## src/rtl/golden_nonce_reporter_if.sv

```systemverilog
// rtl/golden_nonce_reporter_if.sv - hit input and golden-nonce output bundle for golden_nonce_reporter
interface golden_nonce_reporter_if #(
    parameter int NONCE_WIDTH = 60,
    parameter int FIFO_DEPTH  = 8
);
    logic                           rx_hit;
    logic [NONCE_WIDTH-1:0]         rx_hit_nonce;
    logic                           tx_golden_nonce_found;
    logic [NONCE_WIDTH-1:0]         tx_golden_nonce;
    logic [$clog2(FIFO_DEPTH):0]    fifo_level;
    logic [7:0]                     overflow_count;

    modport master (
        output rx_hit,
        output rx_hit_nonce,
        input  tx_golden_nonce_found,
        input  tx_golden_nonce,
        input  fifo_level,
        input  overflow_count
    );

    modport slave (
        input  rx_hit,
        input  rx_hit_nonce,
        output tx_golden_nonce_found,
        output tx_golden_nonce,
        output fifo_level,
        output overflow_count
    );
endinterface

```

## src/rtl/golden_nonce_reporter.sv

```systemverilog
// rtl/golden_nonce_reporter.sv - queues hash-core hits and presents each as a held found/nonce pair
module golden_nonce_reporter #(
    parameter int NONCE_WIDTH = 60,
    parameter int FIFO_DEPTH  = 8,
    parameter int HOLD_CYCLES = 16777216,
    parameter int GAP_CYCLES  = 16777216
) (
    input  logic                    hash_clk,
    input  logic                    reset_n,
    golden_nonce_reporter_if.slave  bus
);
    localparam int PTR_W   = $clog2(FIFO_DEPTH);
    localparam int LVL_W   = PTR_W + 1;
    localparam int MAX_CYC = (HOLD_CYCLES > GAP_CYCLES) ? HOLD_CYCLES : GAP_CYCLES;
    localparam int CNT_W   = (MAX_CYC > 1) ? $clog2(MAX_CYC) : 1;

    localparam logic [CNT_W-1:0] HOLD_LOAD = CNT_W'(HOLD_CYCLES - 1);
    localparam logic [CNT_W-1:0] GAP_LOAD  = CNT_W'(GAP_CYCLES - 1);
    localparam logic [LVL_W-1:0] FULL_LVL  = LVL_W'(FIFO_DEPTH);

    typedef enum logic [1:0] {
        IDLE    = 2'd0,
        PRESENT = 2'd1,
        GAP     = 2'd2
    } state_t;

    logic [NONCE_WIDTH-1:0] mem [FIFO_DEPTH];
    logic [PTR_W-1:0]       wr_ptr;
    logic [PTR_W-1:0]       rd_ptr;
    logic [LVL_W-1:0]       level;
    logic [7:0]             ovf_count;
    state_t                 state;
    logic [CNT_W-1:0]       cnt;
    logic                   found;
    logic [NONCE_WIDTH-1:0] nonce;

    logic pop;
    logic push;
    logic drop;
    logic full;
    logic empty;

    // A pop frees a slot on the same edge, so a hit arriving while full is still accepted then.
    always_comb begin
        full  = (level == FULL_LVL);
        empty = (level == '0);
        pop   = (state == IDLE) && !empty;
        push  = bus.rx_hit && (!full || pop);
        drop  = bus.rx_hit && full && !pop;
    end

    always_ff @(posedge hash_clk) begin
        if (push) begin
            mem[wr_ptr] <= bus.rx_hit_nonce;
        end
    end

    always_ff @(posedge hash_clk or negedge reset_n) begin
        if (!reset_n) begin
            wr_ptr    <= '0;
            rd_ptr    <= '0;
            level     <= '0;
            ovf_count <= '0;
        end else begin
            if (push) begin
                wr_ptr <= wr_ptr + PTR_W'(1);
            end
            if (pop) begin
                rd_ptr <= rd_ptr + PTR_W'(1);
            end
            case ({push, pop})
                2'b10:   level <= level + LVL_W'(1);
                2'b01:   level <= level - LVL_W'(1);
                default: level <= level;
            endcase
            if (drop && (ovf_count != 8'hFF)) begin
                ovf_count <= ovf_count + 8'd1;
            end
        end
    end

    // Outputs come straight from flops so the slow-side sampler never sees a glitch.
    always_ff @(posedge hash_clk or negedge reset_n) begin
        if (!reset_n) begin
            state <= IDLE;
            cnt   <= '0;
            found <= 1'b0;
            nonce <= '0;
        end else begin
            case (state)
                IDLE: begin
                    found <= 1'b0;
                    if (!empty) begin
                        nonce <= mem[rd_ptr];
                        found <= 1'b1;
                        cnt   <= HOLD_LOAD;
                        state <= PRESENT;
                    end
                end
                PRESENT: begin
                    if (cnt == '0) begin
                        found <= 1'b0;
                        cnt   <= GAP_LOAD;
                        state <= GAP;
                    end else begin
                        cnt <= cnt - CNT_W'(1);
                    end
                end
                GAP: begin
                    found <= 1'b0;
                    if (cnt == '0) begin
                        state <= IDLE;
                    end else begin
                        cnt <= cnt - CNT_W'(1);
                    end
                end
                default: begin
                    found <= 1'b0;
                    cnt   <= '0;
                    state <= IDLE;
                end
            endcase
        end
    end

    assign bus.tx_golden_nonce_found = found;
    assign bus.tx_golden_nonce       = nonce;
    assign bus.fifo_level            = level;
    assign bus.overflow_count        = ovf_count;
endmodule

```

## src/flat_wrapper.sv

```systemverilog
// flat-port wrapper written by rule: the top's interface ports become plain ports
module golden_nonce_reporter_flat 
#(
    parameter int NONCE_WIDTH = 60,
    parameter int FIFO_DEPTH  = 8,
    parameter int HOLD_CYCLES = 16777216,
    parameter int GAP_CYCLES  = 16777216
)
  (hash_clk, reset_n, bus_rx_hit, bus_rx_hit_nonce, bus_tx_golden_nonce_found, bus_tx_golden_nonce, bus_fifo_level, bus_overflow_count);
  golden_nonce_reporter_if #(.NONCE_WIDTH(NONCE_WIDTH), .FIFO_DEPTH(FIFO_DEPTH)) bus_i ();
  input  logic hash_clk;
  input  logic reset_n;
  input wire logic [$bits(bus_i.rx_hit)-1:0] bus_rx_hit;
  input wire logic [$bits(bus_i.rx_hit_nonce)-1:0] bus_rx_hit_nonce;
  output wire logic [$bits(bus_i.tx_golden_nonce_found)-1:0] bus_tx_golden_nonce_found;
  output wire logic [$bits(bus_i.tx_golden_nonce)-1:0] bus_tx_golden_nonce;
  output wire logic [$bits(bus_i.fifo_level)-1:0] bus_fifo_level;
  output wire logic [$bits(bus_i.overflow_count)-1:0] bus_overflow_count;
  assign bus_i.rx_hit = bus_rx_hit;
  assign bus_i.rx_hit_nonce = bus_rx_hit_nonce;
  assign bus_tx_golden_nonce_found = bus_i.tx_golden_nonce_found;
  assign bus_tx_golden_nonce = bus_i.tx_golden_nonce;
  assign bus_fifo_level = bus_i.fifo_level;
  assign bus_overflow_count = bus_i.overflow_count;
  golden_nonce_reporter #(.NONCE_WIDTH(NONCE_WIDTH), .FIFO_DEPTH(FIFO_DEPTH), .HOLD_CYCLES(HOLD_CYCLES), .GAP_CYCLES(GAP_CYCLES)) u_core (.hash_clk(hash_clk), .reset_n(reset_n), .bus(bus_i));
endmodule
```

## config.mk

```make
export PLATFORM = sky130hd
export DESIGN_NAME = golden_nonce_reporter_flat
export DESIGN_NICKNAME = d
export VERILOG_FILES = /design/src/rtl/golden_nonce_reporter_if.sv /design/src/rtl/golden_nonce_reporter.sv /design/src/flat_wrapper.sv
export SDC_FILE = /design/constraint.sdc
export NUM_CORES = 1
export LEC_CHECK = 0
export CAP_MARGIN = 20
export CORE_MARGIN = 2
export CORE_UTILIZATION = 55
export CTS_BUF_LIST = sky130_fd_sc_hd__clkbuf_2 sky130_fd_sc_hd__clkbuf_4 sky130_fd_sc_hd__clkbuf_8
export CTS_CLUSTER_SIZE = 8
export DETAILED_ROUTE_END_ITERATION = 10
export HOLD_SLACK_MARGIN = 0.1
export PLACE_DENSITY = 0.76
export SETUP_SLACK_MARGIN = 0.3
export SLEW_MARGIN = 40
export SYNTH_ARGS = -nofsm -noshare
export SYNTH_HDL_FRONTEND = slang
export SYNTH_SLANG_ARGS = --single-unit
```

## constraint.sdc

```tcl
create_clock -name hash_clk -period 22 [get_ports hash_clk]
set_input_delay 5.5 -clock hash_clk [delete_from_list [all_inputs] [get_ports hash_clk]]
set_output_delay 5.5 -clock hash_clk [all_outputs]
set_load 0.01 [all_outputs]
```

# Word-level counts from Yosys, hierarchy flattened
# Memories as Yosys holds them, arrays and structs flattened. A register that Yosys moved wholly into a read port is not among the register bits.
# Cells that the tools add are included.
dict set report word_totals {
  output_inout_bits 73
  ram_bits 480
  n_memories 1
  regBits 45
}
# name depth word_bits read_ports rd_clocked_by_memory_dff write_ports line
set memory_table {}
lappend memory_table {u_core.mem 8 60 1 1 1 golden_nonce_reporter.sv:27} ;# logic [NONCE_WIDTH-1:0] mem [FIFO_DEPTH];
dict set report op_classes {
  reduce_logical 17
  n_eq_ne 10
  bitwise_logic 1
  mux 14
  addsub 6
}
# operator count
set op_table {}
lappend op_table {{24-bit 2-to-1 mux} 3}
lappend op_table {{24-bit case mux with 3 select lines} 1}
lappend op_table {{24-bit zero test} 1}
lappend op_table {{24-bit by 1-bit subtractor with 24-bit output, second input constant} 1}
lappend op_table {{8-bit by 1-bit adder with 8-bit output, second input constant} 1}
lappend op_table {{8-bit != test, second input constant} 1}
lappend op_table {{4-bit case mux with 2 select lines} 1}
lappend op_table {{3-bit by 1-bit adder with 3-bit output, second input constant} 2}
lappend op_table {{2-bit 2-to-1 mux} 3}
lappend op_table {{2-bit case mux with 3 select lines} 1}
lappend op_table {{1-bit logical AND} 5}
lappend op_table {{4-bit by 1-bit adder with 4-bit output, second input constant} 1}
lappend op_table {{2-bit by 1-bit == test with 1-bit output, second input constant} 2}
lappend op_table {{2-bit == test, second input constant} 2}
lappend op_table {{4-bit == test, second input constant} 1}
lappend op_table {{1-bit zero test} 4}
lappend op_table {{4-bit zero test} 1}
lappend op_table {{1-bit 2-to-1 mux} 4}
lappend op_table {{2-bit by 1-bit != test with 1-bit output, second input constant} 2}
lappend op_table {{2-bit != test, second input constant} 2}
lappend op_table {{2-bit AND reduction} 2}
lappend op_table {{4-bit by 1-bit subtractor with 4-bit output, second input constant} 1}
lappend op_table {{3-bit AND reduction} 1}
lappend op_table {{2-bit zero test} 1}
lappend op_table {{other kinds (4)} 4}

# Logic depth before layout (Yosys ltp)
# Gate-level depths: netlist of run 1.
dict set report logic_depth {
  word_depth 7
  ltp_mapped 12
  mapped_depth_nobuf 10
}

# Worst setup path after synthesis of run 1
# OpenSTA, ideal clock, no wires.
dict set report synth_path {
  path_kind {input to register}
  startpoint {input bus_rx_hit}
  endpoint {memory u_core.mem[2][0] (enable)}
  path_stages 2
  t_arrival_ns 11.872
  slack_ns 9.481
  path_cell_list {nand2_1 nor4b_1}
}
dict set report synth_via {
  elab_chain_len 3
}
# item line
set synth_lines {}
lappend synth_lines {{from (decl)} flat_wrapper.sv:13} ;# input wire logic [$bits(bus_i.rx_hit)-1:0] bus_rx_hit;
lappend synth_lines {{1-bit logical AND} golden_nonce_reporter.sv:48} ;# push = bus.rx_hit && (!full || pop);
lappend synth_lines {{1-bit 2-to-1 mux} golden_nonce_reporter.sv:53} ;# if (push) begin
lappend synth_lines {{1-bit 2-to-1 mux (implied by the code)} golden_nonce_reporter.sv:54} ;# mem[wr_ptr] <= bus.rx_hit_nonce;
lappend synth_lines {{to (decl)} golden_nonce_reporter.sv:27}
# Every way passes these cells.

# Final worst setup path of run 1
dict set report layout_path {
  startpoint {input bus_rx_hit}
  endpoint {memory u_core.mem[6][43] (enable)}
}
# The elaborated chain is that of the path after synthesis.

==> reports/results.tsv, run 1 <==
stage	metric	value	unit
pwr	netSwitchingFraction	0.230	
sta	min_period_over_period	0.331	
logic_synthesis	yosys_register_bits	585	
worst_setup_path	cp-start-kind	input port	
pwr	p_int	1.95	mW
placement	dp_hpwl	25.1	mm
clocking	root_buffer	clkbuf_8	
sta	fin_hold_ws	0.475	ns
placement	place.gp.congestion	0.861	
worst_setup_path	r2r-start	u_core.bus.fifo_level[0]$_DFFE_PN0P_	
global_routing	grt_start_max_net_pins	74	
run	maxCapViolCount	0	
floorplanning	floorplan.initialDensity	0.556	
floorplanning	num_io_pins	136	
pwr	clockPowerShare	0.366	
cells_and_area	antenna_cells	0	
cells_and_area	synthToLayoutAreaGrowth	17.3	%
cells_and_area	layout.cells.non_filler	1981	
sta	skew	0.0221	ns
worst_setup_path	cp.required	22.27	ns
logic_synthesis	synthFlopType	edfxtp_1	
clocking	clk-insertion-delay-late	0.66	ns
logic_synthesis	netlist_area	0.0226	mm^2
routing	wl_per_cell	21.8	um
status	status	finished, final reports clean	
pwr	powerDensity	95.3	mW/mm^2
routing	first_pass_iters	5	
pwr	pwr-share-seq	0.548	
global_routing	grt_pass1_wl	66.1	mm
global_routing	grt_pass1_vias	11700	
cells_and_area	fin_nets	1445	
pwr	vdd_drop_max	63.9	uV
worst_setup_path	path_class	input port to flop	
cells_and_area	fillCellCount	2721	
pwr	leakagePower	8.98	nW
clocking	clk_pin_slew_worst_paths	0.06	ns
floorplanning	die_w	207	um
floorplanning	dieArea	0.0428	mm^2
routing	drc_errors	0	
pwr	net-switching-power	0.583	mW
logic_synthesis	synthArstFlopShare	0.179	
cells_and_area	multiInputGateArea	0.00535	mm^2
floorplanning	core_area	0.0407	mm^2
routing	vias_per_cell	5.77	
global_routing	grt-ovfl-total	0	
logic_synthesis	syn-mean-instance-area	19.1	um^2
routing	drt_iter0_markers	1061	
clocking	cts_inserted_buffers	92	
placement	dp.cells	1811	
sta	worstMarginPinSlew	0.764	ns
sta	maxSlewHeadroom	0.487	
logic_synthesis	synth-seq-area-share	0.753	
sta	clock.fmax	137	MHz
pwr	combPwrFrac	0.087	
global_routing	antenna_found_initial	1	
clocking	cts_sinks	585	
sta	post-route-min-period	7.29	ns
cells_and_area	drive_above_1_share	0.227	
worst_hold_path	hold_path_class	flop to flop	
routing	vias	11400	
worst_setup_path	crit_arrival	7.56	ns
clocking	h-tree-depth	3	
floorplanning	rows	74	
worst_setup_path	r2r_cells	10	
worst_setup_path	end_kind	flop	
sta	setup_violations	0	
global_routing	track_usage	0.207	
worst_hold_path	hp-start	u_core.bus.tx_golden_nonce[11]$_DFFE_PN0N_	
sta	slew_viol_final	0	
logic_synthesis	synth_edf_count	480	
clocking	clockBufferDepth	3	
worst_setup_path	r2r_slack	18.61	ns
clocking	cts_hold_buf	0	
worst_setup_path	crit_fanout	60	
clocking	cts_tree	built	
routing	finalWirelength	43.3	mm
sta	grt_setup_unrepaired	no	
logic_synthesis	synth_cells	1187	
logic_synthesis	ys_types	54	
worst_hold_path	holdPathStages	2	
sta	hold_violations	0	
logic_synthesis	synth_warnings	0	
sta	finalSetupTns	0	ns
worst_setup_path	r2r-end	u_core.bus.fifo_level[3]$_DFFE_PN0P_	
logic_synthesis	syn_nets	1259	
cells_and_area	regArea	0.0171	mm^2
floorplanning	die_h	207	um
routing	ant_nets	0	
clocking	cts_resized	0	
worst_hold_path	hold_path_end	u_core.bus.tx_golden_nonce[11]$_DFFE_PN0N_	
clocking	cts_setup_buffers	0	
placement	io_buffer_count	135	
## metrics by stage
stage | util | power [mW] | cell area, um^2 | setup WS, ns
floorplan | - | 1.53 | 22600 | 9.48
global placement | 0.604 | 1.62 | 24600 | 13.94
detailed placement | 0.605 | 1.63 | 24700 | 14.06
CTS | 0.652 | 2.56 | 26600 | 14.73
global route | 0.652 | 2.63 | 26600 | 14.57
finish | 0.652 | 2.53 | 26600 | 14.71
## Yosys cell counts, types with 4 or more instances
cell / number / share of area
o31ai_1: 4 / 0.0013
nand4_1: 6 / 0.0017
nor4_1: 7 / 0.0019
nand2_1: 82 / 0.014
clkbuf_1: 49 / 0.0081
xor2_1: 7 / 0.0027
ha_1: 8 / 0.0044
edfxtp_1: 480 / 0.64
nor2b_1: 4 / 0.0011
xnor2_1: 14 / 0.0054
o22ai_1: 7 / 0.0019
inv_1: 13 / 0.0022
dfrtp_1: 105 / 0.12
nor2_1: 26 / 0.0043
and3_1: 4 / 0.0011
mux4_2: 120 / 0.12
mux2i_1: 61 / 0.027
a21o_1: 5 / 0.0017
a21oi_1: 16 / 0.0035
a31oi_1: 4 / 0.0011
nor3_1: 18 / 0.0040
nand3_1: 7 / 0.0015
o21a_1: 5 / 0.0017
buf_1: 9 / 0.0015
o21ai_0: 76 / 0.017
## final cells by class
| type | instances | area share |
|---|---|---|
| Clock buffer | 152 | 0.0663 |
| Clock inverter | 18 | 0.00532 |
| Inverter | 13 | 0.00184 |
| Multi-Input combinational cell | 527 | 0.201 |
| Sequential cell | 585 | 0.642 |
| Tap cell | 532 | 0.0251 |
| Timing Repair Buffer | 154 | 0.0582 |
## critical path: stages
cell	delay (ns)
clkdlybuf4s50_1	0.49
nand2_1	0.30
inv_1	0.23
nand2_1	0.20
nor3b_2	0.26
buf_6	0.55
## registers in the layout, summed over array words and instances (netlist names)
signal	cells
u_core.state	2
u_core.cnt	24
u_core.bus.tx_golden_nonce	60
u_core.mem	480
u_core.wr_ptr	3
u_core.rd_ptr	3
u_core.bus.tx_golden_nonce_found	1
u_core.bus.fifo_level	4
u_core.bus.overflow_count	8
## cell families (layout without fill, tap and decap cells)
logic type | after synthesis | after routing | synth area share
compound gates | 140 | 140 | 0.0370
flops | 585 | 585 | 0.753
simple gates | 175 | 175 | 0.0365
xor+xnor | 21 | 21 | 0.00812
buf+inv | 75 | 337 | 0.0135
mux | 182 | 182 | 0.147
fa+ha+maj | 9 | 9 | 0.00531
## layout by cell type (no fill, tap or decap), types with 8 or more instances in the layout
cell	instances
edfxtp_1	480
clkdlybuf4s50_1	134
mux2i_1	61
nor3_1	15
dfrtp_1	102
nand2_1	82
xnor2_1	14
o21ai_0	76
a21oi_1	16
clkbuf_4	53
clkbuf_8	99
mux4_2	120
nor2_1	25
buf_4	12
ha_1	8
inv_1	13
## power by group through the flow
stage | combinational (mW) | sequential (mW) | clock (mW)
2_1_floorplan | 0.120 | 1.41 | 0
3_3_place_gp | 0.218 | 1.40 | 0
3_5_place_dp | 0.224 | 1.41 | 0
4_1_cts | 0.226 | 1.39 | 0.945
5_1_grt | 0.239 | 1.40 | 0.994
6_report | 0.220 | 1.39 | 0.925
## worst max-delay path by stage
| stage | start | to | cells past startpoint |
|---|---|---|---|
| after floorplan | bus_rx_hit | u_core.mem[2][0]$_DFFE_PP_ | 2 |
| after global placement | bus_rx_hit | u_core.mem[6][44]$_DFFE_PP_ | 6 |
| after detailed placement | bus_rx_hit | u_core.mem[6][44]$_DFFE_PP_ | 6 |
| after CTS | bus_rx_hit | u_core.mem[6][36]$_DFFE_PP_ | 6 |
| after global routing | bus_rx_hit | u_core.mem[6][36]$_DFFE_PP_ | 6 |
| final | bus_rx_hit | u_core.mem[6][43]$_DFFE_PP_ | 6 |
## routing by layer
| layer | vias to the layer above | global-route usage | routed length [um] |
|---|---|---|---|
| li1 | 5131 | - | - |
| met1 | 5882 | 0.281 | 17900 |
| met2 | 358 | 0.344 | 22200 |
| met3 | 64 | 0.0394 | 2390 |
| met4 | 2 | 0.0666 | 774 |
| met5 | - | 0 | 12 |
Note: power is estimated with default switching activity, not from simulation.
==> inputs of run 2 (changes only) <==
==> constraint.sdc (replaced) <==
create_clock -name hash_clk -period 7.1 [get_ports hash_clk]
set_input_delay 1.775 -clock hash_clk [delete_from_list [all_inputs] [get_ports hash_clk]]
set_output_delay 1.775 -clock hash_clk [all_outputs]
set_load 0.01 [all_outputs]
==> run 2 against run 1 <==
- die area stayed put
- hold slack gained 0.00074 ns
- critical path depth is the same
- clock power grew to 3.0 times the previous value
- critical endpoint is now u_core.mem[7][35]$_DFFE_PP_
- cell area barely moved
- count of clock-buffer cells in the layout fell by 3
- combinational power rose to 3.1 times the previous value
- largest power group unchanged
- flip-flop and latch count did not move
- sequential share of layout area about the same
- sequential power increased to 3.1 times the previous value
- register-to-register slack got worse by 15 ns
- global-route usage decreased by 0.14 points
==> reports/results.tsv, run 2 (synthesis gave the netlist of run 1 again) <==
stage	metric	value	unit	change
floorplanning	die_h	207	um	unchanged
sta	slew_viol_final	0		unchanged
worst_hold_path	hp-start	u_core.bus.tx_golden_nonce[28]$_DFFE_PN0N_		
clocking	cts_sinks	585		unchanged
sta	worstMarginPinSlew	0.783	ns	+0.0198 ns
sta	setup_violations	0		unchanged
global_routing	grt-ovfl-total	0		unchanged
cells_and_area	drive_above_1_share	0.223		-0.00368
worst_setup_path	cp-start-kind	input port		
worst_setup_path	r2r_cells	10		unchanged
worst_setup_path	r2r_slack	3.70	ns	-14.91 ns
routing	wl_per_cell	21.4	um	-1.9%
clocking	cts_inserted_buffers	92		unchanged
clocking	clockBufferDepth	3		unchanged
global_routing	grt_start_max_net_pins	72		-2.7%
global_routing	grt_pass1_wl	66.1	mm	about the same
floorplanning	die_w	207	um	unchanged
routing	drt_iter0_markers	931		-12%
cells_and_area	multiInputGateArea	0.00537	mm^2	+0.33%
pwr	combPwrFrac	0.087		about the same
routing	vias_per_cell	5.78		+0.17%
routing	wl_met1	17.6	mm	-1.2%
global_routing	track_usage	0.206		-0.00141
pwr	vdd_drop_max	130	uV	+100%
clocking	cts_hold_buf	0		unchanged
global_routing	grt_pass1_vias	11700		+0.0085%
status	status	finished, final reports clean		
clocking	cts_setup_buffers	0		unchanged
cells_and_area	fillCellCount	2720		-0.037%
placement	place.gp.congestion	0.865		+0.41%
pwr	powerDensity	293	mW/mm^2	+210%
clocking	clk-insertion-delay-late	0.63	ns	-0.03 ns
sta	post-route-min-period	3.66	ns	
sta	min_period_over_period	0.515		
sta	skew	0.0272	ns	+0.00510 ns
pwr	pwr-share-seq	0.553		+0.005
sta	hold_violations	0		unchanged
sta	finalSetupTns	0	ns	unchanged
pwr	leakagePower	8.95	nW	-0.34%
sta	clock.fmax	273	MHz	
cells_and_area	fin_nets	1444		-0.069%
cells_and_area	mostFrequentLayoutCells	edfxtp_1 (480), clkdlybuf4s50_1 (134), mux4_2 (120)		
cells_and_area	largest_reg_flops	480		unchanged
routing	wl_met2	21.6	mm	-2.9%
cells_and_area	synthToLayoutAreaGrowth	17.3	%	about the same
routing	wl_met3	2.40	mm	+0.42%
worst_setup_path	r2r-end	u_core.bus.fifo_level[3]$_DFFE_PN0P_		
floorplanning	core_area	0.0407	mm^2	unchanged
placement	io_buffer_count	135		unchanged
pwr	clockPowerShare	0.359		-0.007
sta	grt_setup_unrepaired	no		
global_routing	antenna_found_initial	2		+1
sta	setup_ws	3.44	ns	-11.27 ns
clocking	clk_pin_slew_worst_paths	0.06	ns	about the same
routing	ant_nets	0		unchanged
cells_and_area	largest_register	u_core.mem		
worst_setup_path	path_class	input port to flop		
floorplanning	rows	74		unchanged
pwr	netSwitchingFraction	0.228		-0.00192
routing	highest_layer	met5		
clocking	cts_tree	built		
clocking	h-tree-depth	3		unchanged
floorplanning	floorplan.initialDensity	0.556		unchanged
worst_setup_path	r2r-start	u_core.bus.fifo_level[0]$_DFFE_PN0P_		
pwr	p_int	6.00	mW	+210%
worst_setup_path	cp.required	7.35	ns	-14.92 ns
worst_hold_path	holdPathStages	2		unchanged
cells_and_area	antenna_cells	0		unchanged
pwr	net-switching-power	1.77	mW	+200%
worst_hold_path	hold_path_class	flop to flop		
floorplanning	dieArea	0.0428	mm^2	unchanged
cells_and_area	regArea	0.0171	mm^2	unchanged
routing	finalWirelength	42.4	mm	-2.0%
placement	place_ws	2.79	ns	-11.26 ns
floorplanning	num_io_pins	136		unchanged
placement	dp_hpwl	24.5	mm	-2.3%
cells_and_area	final_common_cell	edfxtp_1		
routing	first_pass_iters	6		+1
sta	maxSlewHeadroom	0.473		-0.0146
worst_setup_path	end_kind	flop		
run	maxCapViolCount	0		unchanged
routing	vias	11400		+0.017%
clocking	root_buffer	clkbuf_8		
worst_hold_path	hold_path_end	u_core.bus.tx_golden_nonce[28]$_DFFE_PN0N_		
worst_setup_path	crit_arrival	3.91	ns	-3.65 ns
clocking	cts_resized	0		unchanged
routing	drc_errors	0		unchanged
worst_setup_path	crit_fanout	33		-45%
==> run 2: cell count changes in the layout (fill, tap and decap cells not counted), moves of 2 or more <==
cell / before / now
buf_12: 1 / 3
buf_4: 12 / 5
buf_6: 6 / 10
clkbuf_4: 53 / 47
clkbuf_8: 99 / 102
clkinv_1: 4 / 7
clkinvlp_4: 2 / 4
inv_6: 4 / 1
==> run 2: worst max-delay path, stage by stage <==
cell and delay [ns]:
clkdlybuf4s50_1 0.48, nand2_1 0.29, inv_1 0.22, nand2_1 0.18, nor2_4 0.42, buf_4 0.51
==> run 2: area by class of cell <==
type                    instances  area share
inverters                      13     0.00184
clock inverters                19     0.00377
repair buffers                153      0.0590
clock buffers                 149      0.0662
multi-input cells             527       0.202
well taps                     532      0.0251
flip-flops and latches        585       0.642
==> run 2: through the flow <==
stage	hold WS, ns	power, mW	util	area (um^2)	instances
after global routing	0.505	8.08	0.652	26600	1978
after floorplan	0.493	4.75	-	22700	1187
after CTS	0.483	7.86	0.652	26500	1978
final	0.476	7.77	0.652	26600	1978
after detailed placement	0.469	5.06	0.606	24700	1810
after global placement	0.465	5.01	0.603	24600	1806
==> run 2: worst max path at each step <==
stage | from | to | slack (ns)
2_1_floorplan | bus_rx_hit | u_core.mem[6][0]$_DFFE_PP_ | -0.06
3_3_place_gp | bus_rx_hit | u_core.mem[7][39]$_DFFE_PP_ | 2.37
3_5_place_dp | bus_rx_hit | u_core.mem[7][42]$_DFFE_PP_ | 2.79
4_1_cts | bus_rx_hit | u_core.mem[7][33]$_DFFE_PP_ | 3.46
5_1_grt | bus_rx_hit | u_core.mem[7][33]$_DFFE_PP_ | 3.33
6_report | bus_rx_hit | u_core.mem[7][35]$_DFFE_PP_ | 3.44
==> run 2: power groups by stage <==
stage / Clock, mW / Combinational (mW) / Sequential [mW]
after floorplan: 0 / 0.375 / 4.37
after global placement: 0 / 0.670 / 4.34
after detailed placement: 0 / 0.695 / 4.37
after CTS: 2.87 / 0.697 / 4.30
after global routing: 3.01 / 0.736 / 4.33
final: 2.79 / 0.679 / 4.30
==> run 2: metal layers <==
metal  GRT usage  vias to the layer above
met2       0.341                      351
met3      0.0425                       64
met5           0                        -
met1       0.277                     5891
li1            -                     5129
met4      0.0653                        4
